`config.mk`:
```
export PLATFORM = sky130hd
export DESIGN_NAME = seq_detect_sched
export DESIGN_NICKNAME = d
export VERILOG_FILES = /design/src/rtl/seq_detect_sched.sv
export SDC_FILE = /design/constraint.sdc
export NUM_CORES = 1
export LEC_CHECK = 0
export CAP_MARGIN = 20
export CORE_UTILIZATION = 45
export DETAILED_ROUTE_END_ITERATION = 16
export PLACE_DENSITY = 0.78
export SYNTH_ARGS = -nofsm -noshare
export SYNTH_HDL_FRONTEND = slang
export SYNTH_SLANG_ARGS = --single-unit
```
`constraint.sdc`:
```
create_clock -name clk -period 2.15 [get_ports clk]
set_input_delay 0.43 -clock clk [delete_from_list [all_inputs] [get_ports clk]]
set_output_delay 0.43 -clock clk [all_outputs]
set_load 0.005 [all_outputs]
```
`src/rtl/seq_detect_sched.sv`:
```
// Round-robin scheduler sharing one bit-serial 1101 detector between NREQ word producers.
// Define SEQ_SCHED_OVERLAP_EN to count overlapping matches; otherwise history clears after each match.
module seq_detect_sched #(
  parameter int NREQ  = 2,
  parameter int WIDTH = 8,
  parameter int CNTW  = 4,
  localparam int IDW  = (NREQ > 1) ? $clog2(NREQ) : 1
) (
  input  logic                  clk,
  input  logic                  rst_n,
  input  logic [NREQ-1:0]       req,
  input  logic [NREQ*WIDTH-1:0] data,
  output logic [NREQ-1:0]       gnt,
  output logic                  busy,
  output logic                  hit,
  output logic                  done,
  output logic [IDW-1:0]        done_id,
  output logic [CNTW-1:0]       match_cnt
);

  localparam int BCW = $clog2(WIDTH);

  typedef enum logic [1:0] {S_IDLE, S_SHIFT, S_DONE} state_t;

  state_t           r_state;
  state_t           w_state_next;
  logic [IDW-1:0]   r_ptr;
  logic [WIDTH-1:0] r_shift;
  logic [BCW-1:0]   r_bitcnt;
  logic [2:0]       r_hist;

  logic             w_any;
  logic [IDW-1:0]   w_win;
  logic [IDW:0]     w_idx;
  logic [IDW-1:0]   w_ptr_next;
  logic [WIDTH-1:0] w_word;
  logic             w_bit;
  logic             w_match;
  logic [2:0]       w_hist_next;
  logic             w_last;

  // Search from r_ptr upward; descending k lets the nearest requester win.
  always_comb begin
    // NOTE: every combinational output gets a default first so no path can infer a latch.
    w_any  = 1'b0;
    w_win  = '0;
    w_idx  = '0;
    for (int k = NREQ - 1; k >= 0; k--) begin
      w_idx = {1'b0, r_ptr} + (IDW+1)'(k);
      if (w_idx >= (IDW+1)'(NREQ)) w_idx = w_idx - (IDW+1)'(NREQ);
      for (int i = 0; i < NREQ; i++) begin
        if (req[i] && (w_idx == (IDW+1)'(i))) begin
          w_any = 1'b1;
          w_win = IDW'(i);
        end
      end
    end
  end

  always_comb begin
    w_word = '0;
    for (int i = 0; i < NREQ; i++) begin
      if (w_win == IDW'(i)) w_word = data[i*WIDTH +: WIDTH];
    end
  end

  assign w_ptr_next = (w_win == IDW'(NREQ - 1)) ? '0 : w_win + 1'b1;

  // Detector: three bits of history plus the bit being consumed.
  assign w_bit   = r_shift[WIDTH-1];
  assign w_match = ({r_hist, w_bit} == 4'b1101);
`ifdef SEQ_SCHED_OVERLAP_EN
  assign w_hist_next = {r_hist[1:0], w_bit};
`else
  assign w_hist_next = w_match ? 3'b000 : {r_hist[1:0], w_bit};
`endif

  assign w_last = (r_bitcnt == BCW'(WIDTH - 1));
  assign busy   = (r_state != S_IDLE);

  always_ff @(posedge clk or negedge rst_n) begin
    if (!rst_n) r_state <= S_IDLE;
    // NOTE: sequential state uses non-blocking assignments so every flop samples pre-edge values.
    else        r_state <= w_state_next;
  end

  always_comb begin
    w_state_next = r_state;
    case (r_state)
      S_IDLE:  if (w_any)  w_state_next = S_SHIFT;
      S_SHIFT: if (w_last) w_state_next = S_DONE;
      S_DONE:  w_state_next = S_IDLE;
      default: w_state_next = S_IDLE;
    endcase
  end

  always_ff @(posedge clk or negedge rst_n) begin
    if (!rst_n) begin
      gnt       <= '0;
      hit       <= 1'b0;
      done      <= 1'b0;
      done_id   <= '0;
      match_cnt <= '0;
      r_ptr     <= '0;
      r_shift   <= '0;
      r_bitcnt  <= '0;
      r_hist    <= '0;
    end else begin
      gnt  <= '0;
      hit  <= 1'b0;
      done <= 1'b0;
      case (r_state)
        S_IDLE: begin
          if (w_any) begin
            gnt       <= NREQ'(1) << w_win;
            r_shift   <= w_word;
            done_id   <= w_win;
            r_ptr     <= w_ptr_next;
            r_bitcnt  <= '0;
            match_cnt <= '0;
            r_hist    <= '0;
          end
        end
        S_SHIFT: begin
          r_shift  <= {r_shift[WIDTH-2:0], 1'b0};
          r_bitcnt <= r_bitcnt + 1'b1;
          r_hist   <= w_hist_next;
          if (w_match) begin
            hit <= 1'b1;
            if (match_cnt != {CNTW{1'b1}}) match_cnt <= match_cnt + 1'b1;
          end
          if (w_last) done <= 1'b1;
        end
        default: ;
      endcase
    end
  end

endmodule

```
==> results of run 1 <==
-- layout make-up --
class	count	area [um2]
clock buffer	4	36.3
sequential	26	651
multi-input combinational	70	487
tap	30	37.5
fill	219	942
timing repair buffer	33	320
inverter	1	3.75
-- logic make-up after synthesis --
group                      Yosys count
AOI/OAI and AO/OA                   35
adders and majority gates            3
buffers and inverters                6
DFF                                 26
muxes                                8
and+or+nand+nor                     24
-- worst max-delay path by stage --
stage,slack (ns),startpoint,end
2_1_floorplan,0.50,match_cnt[0],match_cnt[3]
3_3_place_gp,0.26,req[0],match_cnt[3]
3_5_place_dp,0.21,req[0],match_cnt[3]
4_1_cts,0.24,r_state[0],busy
5_1_grt,0.18,r_state[0],busy
6_report,0.25,r_state[0],busy
-- through the flow --
stage               hold WS, ns  util (%)  cell area [um2]  setup WS [ns]  power, W
floorplan                 0.134         -             1170          0.501   0.00109
global placement          0.457      60.5             1500          0.260   0.00128
detailed placement        0.476      60.5             1500          0.210   0.00132
CTS                       0.454      62.0             1540          0.235   0.00157
global route              0.464      62.0             1540          0.181   0.00167
finish                    0.457      62.0             1540          0.254   0.00155
-- critical path: stages (launching register included) --
cell and delay [ns]:
dfrtp_1 0.44, or2_1 0.26, clkdlybuf4s50_1 0.45
-- metal layers --
layer	GRT usage (%)	vias up	part of all wire, %
met4	12.3	0	1.8
li1	-	438	-
met3	3.16	5	3.4
met1	22.1	446	43
met5	0	-	0
met2	33.3	24	51
-- layout by cell type (no fill, tap or decap), types with 2 or more instances in the layout --
| cell type | count |
|---|---|
| a21o_1 | 2 |
| nand2_1 | 6 |
| nor2b_1 | 2 |
| nand2b_1 | 2 |
| clkbuf_4 | 3 |
| a22oi_1 | 7 |
| a22o_1 | 5 |
| ha_1 | 3 |
| nor2_1 | 3 |
| clkdlybuf4s50_1 | 29 |
| buf_4 | 4 |
| and2_1 | 2 |
| o21ai_0 | 13 |
| o21ai_1 | 2 |
| a21oi_1 | 2 |
| mux2i_1 | 8 |
| dfrtp_1 | 26 |
-- report_power, final --
part	switching (W)	leakage (nW)	internal [W]
Sequential	0.000115	0.340	0.000646
Combinational	0.000251	0.352	0.000295
Clock	0.000141	0.0210	0.000104
Total	0.000507	0.713	0.00105
-- flip-flops by register name (all words and copies together), names as in the netlist --
register,cells
done,1
done_id,1
gnt,2
hit,1
match_cnt,4
r_bitcnt,3
r_hist,3
r_ptr,1
r_shift,8
r_state,2
==> flow_summary.ini, run 1 <==
[cts]
h-tree-depth = 1
worstSkewPairLatency_ns = 0.32
cts_resized = 0
hold_buffers = 0
cts-root-buf = clkbuf_4
postCtsSetupBuffers = 0
cts.path.max_buffers = 2
cts_tree = yes
clk_pin_slew_ns = 0.13
numCtsBuffers = 3
cts.sinks = 26

[synth]
synthTopCellsByArea = dfrtp_1 56%, mux2i_1 6.8%, o21ai_0 6.0%
syn_avg_cell_area_um2 = 11.5
synth_top_family_by_area = compound AO/OA/AOI/OAI gates
synth_top_area_share_pct = 55.6
yosys.area_share.simple_pct = 11.8
syn-cell-area_um2 = 1170
synth_area_leader_cell = dfrtp_1
ys_types = 31
synth_compound_area_share_pct = 19.8
synth_cells = 102
yosysWarnings = 0
yosys-top-cells-count = 26 x dfrtp_1, 14 x o21ai_0, 8 x mux2i_1
synth-async-reset-ratio_pct = 100
synthAdderAreaFrac_pct = 3.21
synth_seq_cells = 26
synth_nets = 125
muxShareOfSynthArea_pct = 6.84
synthMostInstantiatedCell = dfrtp_1
synth_xor_area_share_pct = 0
synth_edf_count = 0
synth_top_flop_cell = dfrtp_1
seq_area_frac_synth_pct = 55.6

[placement]
place_hpwl_mm = 1.72
dp_cells = 160
place_congestion = 0.802
io_buffers = 29

[timing]
max_slew_margin_pct = 78.2
max_freq_mhz = 527
timing.setup.tns_ns = 0
finalHoldViolCount = 0
setup_viol = 0
drv_slew = 0
tightest_slew_ns = 0.328
min_period_over_period_pct = 88.2
rsz0062_at_grt = false
min_period_ns = 1.90
skew_ns = 0.00222

[grt]
grt_pass1_vias = 885
antenna_found_initial = 0
grt_max_degree = 27
grt_use_total_pct = 19.4
overflow = 0
grt_pass1_wl_mm = 3.82

[worst_setup_path]
worstSetupEndpointType = primary output
rr_endpoint = match_cnt[3]
arrival_ns = 1.47
start_kind = register
reg2reg_slack_ns = 0.36
reg2regPathDepth = 5
path_class = register to primary output
timing.rr.start = match_cnt[0]
cp_max_fo = 5
cp.required_ns = 1.72

[power_and_ir_drop]
power.density_nw_per_um2 = 1010
leakagePower_nw = 0.713
ir_worst_vdd_mv = 0.610

[floorplanning]
fp.dieH_um = 53.0
top_level_ports = 30
fp.dieW_um = 53.0
rows = 18
die_area_um2 = 2810
core_area_um2 = 2480
initial_utilization_pct = 47.3

[route]
vias = 913
drt_iter0_markers = 11
via_per_inst = 5.57
drc_errors = 0
wirelength_mm = 2.35
wire_per_inst_um = 14.4
drtPass1Iterations = 4
ant_nets = 0

[worst_hold_path]
min_path_type = input pin to asynchronous set/reset pin

[finish]
antenna_cells = 0
final_nets = 158
area_growth_pct = 31.1
final_cell_count_no_fill = 164
drive_gt1_share_pct = 8.96

[job]
cap_violations = 0

[run_status]
status = complete, no violations
Note: power is estimated with default switching activity, not from simulation.
==> run 2, diff against run 1 <==
--- a/config.mk
+++ b/config.mk
@@ -8,7 +8,7 @@
 export CAP_MARGIN = 20
 export CORE_UTILIZATION = 45
 export DETAILED_ROUTE_END_ITERATION = 16
-export PLACE_DENSITY = 0.78
+export PLACE_DENSITY_LB_ADDON = 0.25
 export SYNTH_ARGS = -nofsm -noshare
 export SYNTH_HDL_FRONTEND = slang
 export SYNTH_SLANG_ARGS = --single-unit
==> constraint.sdc (replaced) <==
create_clock -name clk -period 2 [get_ports clk]
set_input_delay 0.4 -clock clk [delete_from_list [all_inputs] [get_ports clk]]
set_output_delay 0.4 -clock clk [all_outputs]
set_load 0.005 [all_outputs]
==> run 2 against run 1 <==
- die area unchanged
- clock power increased by 50%
- via count decreased by 1.6%
- power increased by 14%
- cell count unchanged
- final area increased by 1.1%
- non-clock buffer count unchanged
- worst hold slack got worse by 0.036 ns
- utilization increased by 0.66 points
==> flow_summary.ini, run 2 (synthesized netlist as in run 1, its figures left out) <==
[run_status]
status = complete, no violations

[finish]
drive_gt1_share_pct = 8.96
largest_reg_flops = 8
reg_top3 = r_shift: 8 flops, match_cnt: 4 flops
final_nets = 158
regMostFlops = r_shift
num-fill-cells = 210
layout_common_cells = 29 x clkdlybuf4s50_1, 26 x dfrtp_1, 14 x o21ai_0, 8 x mux2i_1, 7 x a22oi_1
antenna_cells = 0
area_growth_pct = 32.5
mostFrequentLayoutCell = clkdlybuf4s50_1
final_cell_count_no_fill = 164
fin_area_um2 = 1550

[cts]
clk_pin_slew_ns = 0.15
h-tree-depth = 1
cts_resized = 0
cts.path.max_buffers = 2
worstSkewPairLatency_ns = 0.33
numCtsBuffers = 3
postCtsSetupBuffers = 0
cts.sinks = 26
cts_tree = yes
cts-root-buf = clkbuf_4
hold_buffers = 0

[floorplanning]
die_area_um2 = 2810
top_level_ports = 30
initial_utilization_pct = 47.3
rows = 18
core_area_um2 = 2480
fp.dieW_um = 53.0
fp.dieH_um = 53.0

[timing]
min_period_ns = 1.89
max_slew_margin_pct = 78.5
min_period_over_period_pct = 94.7
skew_ns = 0.00894
drv_slew = 0
tightest_slew_ns = 0.319
finalHoldViolCount = 0
timing.setup.tns_ns = 0
rsz0062_at_grt = false
setup_viol = 0
max_freq_mhz = 528

[worst_setup_path]
arrival_ns = 1.49
reg2reg_slack_ns = 0.16
worstSetupEndpointType = primary output
rr_endpoint = match_cnt[3]
cp_max_fo = 5
cp.required_ns = 1.60
path_class = register to primary output
start_kind = register
timing.rr.start = match_cnt[0]
reg2regPathDepth = 5

[route]
drt_iter0_markers = 21
wire_per_inst_um = 14.6
vias = 898
ant_nets = 0
drtPass1Iterations = 6
wirelength_mm = 2.39
via_per_inst = 5.48
drc_errors = 0

[placement]
io_buffers = 29
place_hpwl_mm = 1.69
place_congestion = 0.867
place_area_um2 = 1500
dp_cells = 160

[power_and_ir_drop]
leakagePower_nw = 0.719
ir_worst_vdd_mv = 0.705
p_total_w = 0.00176
power.density_nw_per_um2 = 1140

[job]
cap_violations = 0

[grt]
grt_max_degree = 27
overflow = 0
antenna_found_initial = 0
grt_pass1_wl_mm = 3.95
grt_use_total_pct = 20.0
grt_pass1_vias = 919

[worst_hold_path]
min_path_type = input pin to asynchronous set/reset pin
[run 2: cell count changes in the layout (fill, tap and decap cells not counted)]
| cell | change |
|---|---|
| o21ai_1 | -1 |
| clkbuf_8 | -1 |
| bufinv_16 | +1 |
| o21ai_0 | +1 |
[run 2: power by group]
part / internal (W) / total, W / leakage (nW) / switching (W)
clock network: 0.000203 / 0.000366 / 0.0279 / 0.000163
logic: 0.000315 / 0.000580 / 0.352 / 0.000265
registers: 0.000694 / 0.000817 / 0.340 / 0.000122
total: 0.00121 / 0.00176 / 0.719 / 0.000550
[run 2: area by class of cell]
class	instances	area, um2	share of cell area, %
Clock buffer	3	22.5	1.45
Clock inverter	1	30.0	1.94
Inverter	1	3.75	0.242
Multi-Input combinational cell	70	487	31.4
Sequential cell	26	651	41.9
Tap cell	30	37.5	2.42
Timing Repair Buffer	33	320	20.6
[run 2: worst max-delay path by stage]
stage | startpoint | end | slack (ns) | cells after the start
finish | r_state[0] | busy | 0.11 | 2
global route | r_state[0] | busy | 0.03 | 2
CTS | r_state[0] | busy | 0.08 | 2
detailed placement | req[0] | match_cnt[3] | 0.09 | 4
global placement | req[0] | match_cnt[3] | 0.14 | 5
floorplan | match_cnt[0] | match_cnt[3] | 0.35 | 5
[run 2: routing by layer]
metal	wire, um	global-route usage [%]	part of all wire [%]	up-vias
li1	-	-	-	442
met1	1070	23.6	45	433
met2	1230	35.4	51	21
met3	77	2.59	3.2	2
met4	15	9.65	0.63	0
met5	0	0	0	-
[run 2: critical path, cell delays in order, from the launching register on]
cell,delay (ns)
dfrtp_1,0.45
or2_1,0.25
clkdlybuf4s50_1,0.46
[run 2: metrics by stage]
stage                     util, %  setup WS, ns  hold slack [ns]
after floorplan                 -         0.351            0.104
after global placement       60.5         0.135            0.461
after detailed placement     60.5        0.0864            0.476
after CTS                    62.6        0.0841            0.422
after global routing         62.6        0.0301            0.450
final                        62.6         0.106            0.421
==> run 3, diff against run 2 <==
--- a/config.mk
+++ b/config.mk
@@ -9,6 +9,7 @@
 export CORE_UTILIZATION = 45
 export DETAILED_ROUTE_END_ITERATION = 16
 export PLACE_DENSITY_LB_ADDON = 0.25
+export SLEW_MARGIN = 20
 export SYNTH_ARGS = -nofsm -noshare
 export SYNTH_HDL_FRONTEND = slang
 export SYNTH_SLANG_ARGS = --single-unit
==> results of run 3 <==
No change in the layout: final DEF, timing and power equal those of run 2.
